## src/rtl/vcache_pkg.sv

```systemverilog
// vcache_pkg: shared defaults, FSM states and entry layout for the victim cache
package vcache_pkg;
  localparam int VC_ENTRIES_DEF = 4;
  localparam int LINE_WIDTH_DEF = 128;
  localparam int LINE_ADDR_W_DEF = 28;
  typedef enum logic [1:0] {IDLE, FLUSH_SCAN, FLUSH_WAIT} type_vc_state_e;
  typedef struct packed {
    logic [LINE_ADDR_W_DEF-1:0] addr;
    logic [LINE_WIDTH_DEF-1:0] data;
    logic valid;
    logic dirty;
  } type_vc_entry_s;
endpackage

```

## src/rtl/vc_match.sv

```systemverilog
// vc_match: parallel address compare over all entries (one-hot, encoded index, any-hit)
module vc_match #(
  parameter int N = 4,
  parameter int AW = 28,
  localparam int IW = $clog2(N)
) (
  input  logic [AW-1:0]        addr_i,
  input  logic [N-1:0][AW-1:0] tags_i,
  input  logic [N-1:0]         valid_i,
  output logic [N-1:0]         match_o,
  output logic [IW-1:0]        idx_o,
  output logic                 hit_o
);
  for (genvar g = 0; g < N; g++) begin : g_cmp
    assign match_o[g] = valid_i[g] && tags_i[g] == addr_i;
  end
  always_comb begin
    idx_o = '0;
    for (int k = 0; k < N; k++) if (match_o[k]) idx_o = IW'(k);
  end
  assign hit_o = |match_o;
endmodule

```

## src/rtl/wb_victim_cache.sv

```systemverilog
// wb_victim_cache: fully associative victim cache with swap-on-hit lookups,
// FIFO replacement, a one-entry writeback buffer and a dirty-line flush.
module wb_victim_cache import vcache_pkg::*; #(
  parameter int VC_ENTRIES = VC_ENTRIES_DEF,
  parameter int LINE_WIDTH = LINE_WIDTH_DEF,
  parameter int LINE_ADDR_W = LINE_ADDR_W_DEF,
  localparam int IW = $clog2(VC_ENTRIES),
  localparam int OW = IW + 1
) (
  input  logic                   clk,
  input  logic                   rst,
  input  logic                   lookup_req_i,
  input  logic [LINE_ADDR_W-1:0] lookup_addr_i,
  output logic                   lookup_hit_o,
  output logic                   lookup_dirty_o,
  output logic [LINE_WIDTH-1:0]  lookup_data_o,
  input  logic                   ins_valid_i,
  output logic                   ins_ready_o,
  input  logic [LINE_ADDR_W-1:0] ins_addr_i,
  input  logic [LINE_WIDTH-1:0]  ins_data_i,
  input  logic                   ins_dirty_i,
  output logic                   wb_valid_o,
  input  logic                   wb_ready_i,
  output logic [LINE_ADDR_W-1:0] wb_addr_o,
  output logic [LINE_WIDTH-1:0]  wb_data_o,
  input  logic                   flush_i,
  output logic                   flush_done_o,
  output logic [OW-1:0]          occupancy_o
);
  localparam int N = VC_ENTRIES;
  type_vc_state_e state_q;
  logic [N-1:0][LINE_ADDR_W-1:0] addr_q;
  logic [N-1:0][LINE_WIDTH-1:0] data_q;
  logic [N-1:0] valid_q, dirty_q, l_match, i_match;
  logic [IW-1:0] ptr_q, idx_q, l_idx, i_idx, free_idx, slot;
  logic wb_valid_q, hit_q, hit_dirty_q, done_q, l_hit, i_hit, any_free;
  logic lk_hit, ins_fire, evict, idle;
  logic [LINE_ADDR_W-1:0] wb_addr_q;
  logic [LINE_WIDTH-1:0] wb_data_q, hit_data_q;
  vc_match #(.N(N), .AW(LINE_ADDR_W)) u_lookup_match (
    .addr_i(lookup_addr_i), .tags_i(addr_q), .valid_i(valid_q),
    .match_o(l_match), .idx_o(l_idx), .hit_o(l_hit)
  );
  vc_match #(.N(N), .AW(LINE_ADDR_W)) u_ins_match (
    .addr_i(ins_addr_i), .tags_i(addr_q), .valid_i(valid_q),
    .match_o(i_match), .idx_o(i_idx), .hit_o(i_hit)
  );
  always_comb begin
    free_idx = '0;
    any_free = 1'b0;
    for (int k = N - 1; k >= 0; k--) begin
      if (!valid_q[k]) begin
        free_idx = IW'(k);
        any_free = 1'b1;
      end
    end
  end
  assign idle = state_q == IDLE;
  assign lk_hit = idle && lookup_req_i && l_hit;
  assign ins_ready_o = idle && !wb_valid_q;
  assign ins_fire = ins_valid_i && ins_ready_o;
  // Same-address merge beats swap, swap beats a free slot, FIFO victim is last resort.
  assign slot = i_hit ? i_idx : lk_hit ? l_idx : any_free ? free_idx : ptr_q;
  assign evict = !i_hit && !lk_hit && !any_free;
  assign lookup_hit_o = hit_q;
  assign lookup_dirty_o = hit_dirty_q;
  assign lookup_data_o = hit_data_q;
  assign wb_valid_o = wb_valid_q;
  assign wb_addr_o = wb_addr_q;
  assign wb_data_o = wb_data_q;
  assign flush_done_o = done_q;
  assign occupancy_o = OW'($countones(valid_q));
  always_ff @(posedge clk) begin
    if (rst) begin
      state_q <= IDLE;
      valid_q <= '0;
      dirty_q <= '0;
      ptr_q <= '0;
      idx_q <= '0;
      wb_valid_q <= 1'b0;
      wb_addr_q <= '0;
      wb_data_q <= '0;
      hit_q <= 1'b0;
      hit_dirty_q <= 1'b0;
      hit_data_q <= '0;
      done_q <= 1'b0;
    end else begin
      hit_q <= lk_hit;
      hit_dirty_q <= lk_hit && |(l_match & dirty_q);
      hit_data_q <= lk_hit ? data_q[l_idx] : '0;
      done_q <= 1'b0;
      if (wb_valid_q && wb_ready_i) begin
        wb_valid_q <= 1'b0;
        wb_addr_q <= '0;
        wb_data_q <= '0;
      end
      if (lk_hit) valid_q <= valid_q & ~l_match;
      if (ins_fire) begin
        valid_q[slot] <= 1'b1;
        addr_q[slot] <= ins_addr_i;
        data_q[slot] <= ins_data_i;
        dirty_q[slot] <= ins_dirty_i || (i_hit && |(i_match & dirty_q));
        if (evict) begin
          ptr_q <= ptr_q + 1'b1;
          if (dirty_q[ptr_q]) begin
            wb_valid_q <= 1'b1;
            wb_addr_q <= addr_q[ptr_q];
            wb_data_q <= data_q[ptr_q];
          end
        end
      end
      case (state_q)
        IDLE: begin
          idx_q <= '0;
          if (flush_i) state_q <= FLUSH_SCAN;
        end
        FLUSH_SCAN: begin
          if (!wb_valid_q) begin
            if (valid_q[idx_q] && dirty_q[idx_q]) begin
              wb_valid_q <= 1'b1;
              wb_addr_q <= addr_q[idx_q];
              wb_data_q <= data_q[idx_q];
              dirty_q[idx_q] <= 1'b0;
              state_q <= FLUSH_WAIT;
            end else if (idx_q == IW'(N - 1)) begin
              valid_q <= '0;
              dirty_q <= '0;
              done_q <= 1'b1;
              state_q <= IDLE;
            end else idx_q <= idx_q + 1'b1;
          end
        end
        FLUSH_WAIT: begin
          if (wb_ready_i) begin
            if (idx_q == IW'(N - 1)) begin
              valid_q <= '0;
              dirty_q <= '0;
              done_q <= 1'b1;
              state_q <= IDLE;
            end else begin
              idx_q <= idx_q + 1'b1;
              state_q <= FLUSH_SCAN;
            end
          end
        end
        default: state_q <= IDLE;
      endcase
    end
  end
endmodule

```

## config.mk

```make
export PLATFORM = sky130hd
export DESIGN_NAME = wb_victim_cache
export DESIGN_NICKNAME = d
export VERILOG_FILES = /design/src/rtl/vcache_pkg.sv /design/src/rtl/vc_match.sv /design/src/rtl/wb_victim_cache.sv
export SDC_FILE = /design/constraint.sdc
export NUM_CORES = 2
export LEC_CHECK = 0
export BUFFER_PORTS_ARGS = -buffer_cell sky130_fd_sc_hd__buf_2
export CAP_MARGIN = 15
export CORE_ASPECT_RATIO = 1.75
export CORE_UTILIZATION = 50
export DETAILED_ROUTE_END_ITERATION = 10
export HOLD_SLACK_MARGIN = 0.02
export PLACE_DENSITY = 0.72
export RECOVER_POWER = 100
export SLEW_MARGIN = 20
export SYNTH_ARGS = -nofsm -noshare
export SYNTH_HDL_FRONTEND = slang
export SYNTH_SLANG_ARGS = --single-unit
```

## constraint.sdc

```tcl
create_clock -name clk -period 14.6 [get_ports clk]
set_input_delay 2.19 -clock clk [delete_from_list [all_inputs] [get_ports clk]]
set_output_delay 2.19 -clock clk [all_outputs]
set_load 0.01 [all_outputs]
```

==> results.toml <==
[setup_path]
worstPathArrival_ns = 10.35
crit_path_max_incr_delay_ns = 2.17
worst-path-buf-inv = 3
critPathLaunchType = "input port"
critPathMostFrequentCell = "clkbuf_1"
cpLargestDelayFamily = "buffers and inverters"
cp_max_fo = 37
critPathRequiredTime_ns = 14.82
crit_type = "input port to flip-flop"
crit_path_cell_trace = "clkbuf_1 > xor2_1 > nor4_1 > and4_1 > a2bb2o_1 > o311ai_0 > mux2i_1 > o31ai_1 > nand4_1 > nor2_4 > clkbuf_1 > clkbuf_1"
endpoint_kind = "flip-flop"
crit_path_top_delay_cell = "clkbuf_1"

[timing]
hold_viol = 0
slew_headroom_pct = -200
finalCriticalPeriod_ns = 10.13
rsz0062_at_grt = "false"
clock_skew_ns = 0.0385
setup_viol = 0
timing.fmax_mhz = 98.7
worst_pin_slew_ns = 4.50
fin_crit_sh_pct = 69.4
finalSetupTns_ns = 0
maxSlewViolCount = 784

[route]
drc_errors = 0
vias = 31800
wl_per_cell_um = 29.2
dr.pass1.iters = 6
drt_iter0_drc = 2915
drt.antenna.violating_nets = 0
routed_wl_mm = 143
via_per_inst = 6.49

[run_status]
status = "complete, but fails checks"
violations = "max-capacitance violations, max-slew violations"

[clock_tree]
cts_buffers = 87
cts.clk_slew.worst_paths_ns = 0.06
htreeDepth = 3
hold_buffers = 0
root_buffer = "clkbuf_16"
cts_tree = "done"
cts_setup_buffers = 0
post_cts_resize_count = 0
cts.sinks = 926
insertion_delay_ns = 0.70
clockBufferDepth = 3

[synthesis]
ys_types = 59
async_reset_ff_share_pct = 0
synth_edf_count = 624
syn_avg_cell_area_um2 = 13.4
synth_fp_nets = 3499
synth-seq-cells = 926
syn_inst = 3297
yosys_warnings = 0
synth_area_um2 = 44200
synthFlopType = "edfxtp_1"
seq_area_frac_synth_pct = 56.1

[floorplanning]
die-area_um2 = 89600
die_h_um = 395
row_count = 143
ios = 483
fp.dieW_um = 227
initial_utilization_pct = 50.7
core_um2 = 87100

[cells_and_area]
fillers = 7209
area_growth_pct = 12.8
final_util_pct = 57.2
nets = 3850
multi_input_area_um2 = 18200
register_area_um2 = 24800
drive_gt1_share_pct = 14.8

[run]
cap_violations = 18

[power_and_ir_drop]
worst_ir_drop_vdd_mv = 0.122
p_per_area_nw_per_um2 = 116
p_leak_nw = 15.3

[placement]
hpwlAfterDp_mm = 89.8
gp_congestion = 1.05
port-buffer-count = 482

[grt]
overflow = 0
antenna_found_initial = 26
busiest_layer = "met2"
gr-usage-met3_pct = 7.78
grt_first_pass_wirelength_mm = 208
grt_pass1_vias = 31800
grt.met2_usage_pct = 52.7
grtUsageTotal_pct = 31.9
grt_max_degree = 127
grtUsageMet1_pct = 38.3

[worst_hold_path]
hold_path.class = "flip-flop to flip-flop"
flip-flops by register name, indices dropped and copies added, names as in the netlist:
register,cells
dirty_q,4
valid_q,4
wb_data_o,128
idx_q,2
lookup_dirty_o,1
ptr_q,2
flush_done_o,1
data_q,512
state_q,2
wb_addr_o,28
lookup_hit_o,1
lookup_data_o,128
wb_valid_o,1
addr_q,112
synthesized netlist by cell type (13+ instances only):
cell type,number,area (µm²)
edfxtp_1,624,18700
nand2_1,445,1670
mux4_2,313,7050
dfxtp_1,302,6050
clkbuf_1,193,724
nor2_1,175,657
nand3_1,168,841
a311oi_1,154,1350
xor2_1,141,1230
mux2i_1,132,1320
a211oi_1,129,968
and3_1,128,801
xnor2_1,83,727
nor4_1,56,350
nand4_1,43,269
buf_4,33,248
buf_2,26,130
inv_1,18,67.6
buf_1,17,63.8
a21oi_1,13,65.1
per-stage QoR:
stage | hold slack (ns) | total power, mW | cell area [µm²] | cells | setup WS, ns
finish | 0.492 | 5.80 | 49800 | 4899 | 4.47
floorplan | 0.465 | 3.27 | 44200 | 3297 | 3.38
detailed placement | 0.477 | 3.43 | 47400 | 4719 | 7.25
global route | 0.517 | 5.95 | 49800 | 4894 | 4.04
global placement | 0.476 | 3.42 | 47400 | 4719 | 7.22
CTS | 0.492 | 5.82 | 50500 | 4883 | 7.98
final cells by class:
class	instances	area share [%]
clock buffer	116	4.94
inverter	20	0.151
sequential	926	49.8
tap	1160	2.91
multi-input combinational	2081	36.5
clock inverter	48	1.24
timing repair buffer	532	4.42
antenna	16	0.0804
worst min-delay path, delay by kind of cell, from the launching register on:
kind	cells	cell delay (ns)
DFF	1	0.31
AOI/OAI and AO/OA	1	0.08
and+or+nand+nor	1	0.06
per-layer routing:
layer / vias up / share of wire (%)
met5: - / 0.10
met4: 24 / 5.0
met3: 395 / 10
met2: 1814 / 49
met1: 16000 / 35
li1: 13500 / -
cell families (layout without fill, tap and decap cells):
kind of cell,after synthesis,in the layout,share of synthesized area [%]
adder cells (fa/ha/maj),11,11,0.329
XOR/XNOR,224,224,4.44
AO/OA/AOI/OAI,333,333,6.09
other,0,16,0
buffers and inverters,290,716,2.84
multiplexers,447,447,19.0
flip-flops,926,926,56.1
AND/OR/NAND/NOR,1066,1066,11.2
cell usage in the layout, fill, tap and decap left out, types with 4 or more instances in the layout:
master and instances:
clkbuf_1 478, clkinv_1 5, xnor2_1 83, xor2_1 141, a31oi_1 6, nand3_1 168, o21ai_0 10, diode_2 16
dfxtp_1 299, nand2_1 443, nor4_1 55, a21oi_1 13, inv_1 18, ha_1 10, clkbuf_8 11, nor2_1 172
inv_6 4, and3_1 127, clkinvlp_4 5, nand2b_1 8, buf_2 31, clkbuf_16 90, bufinv_16 10, buf_4 34
nor3_1 9, nor3b_1 7, mux2i_1 132, nand4_1 44, clkinv_2 15, mux4_2 313, a311oi_1 154, a211oi_1 129
edfxtp_1 624
worst paths after layout:
path                             from                       end  slack [ns]  cells after the start
max                  lookup_addr_i[9]      addr_q[17]$_DFFE_PP_        4.47                     12
min          wb_data_o[20]$_SDFF_PP0_  wb_data_o[20]$_SDFF_PP0_        0.49                      2
max reg2reg      addr_q[94]$_DFFE_PP_      addr_q[17]$_DFFE_PP_        5.85                     11
min reg2reg  wb_data_o[20]$_SDFF_PP0_  wb_data_o[20]$_SDFF_PP0_        0.49                      2
where the power goes:
group          internal [mW]  switching (mW)
clock network           1.38            1.04
logic                  0.195           0.246
registers               2.87          0.0609
Note: power is estimated with default switching activity, not from simulation.
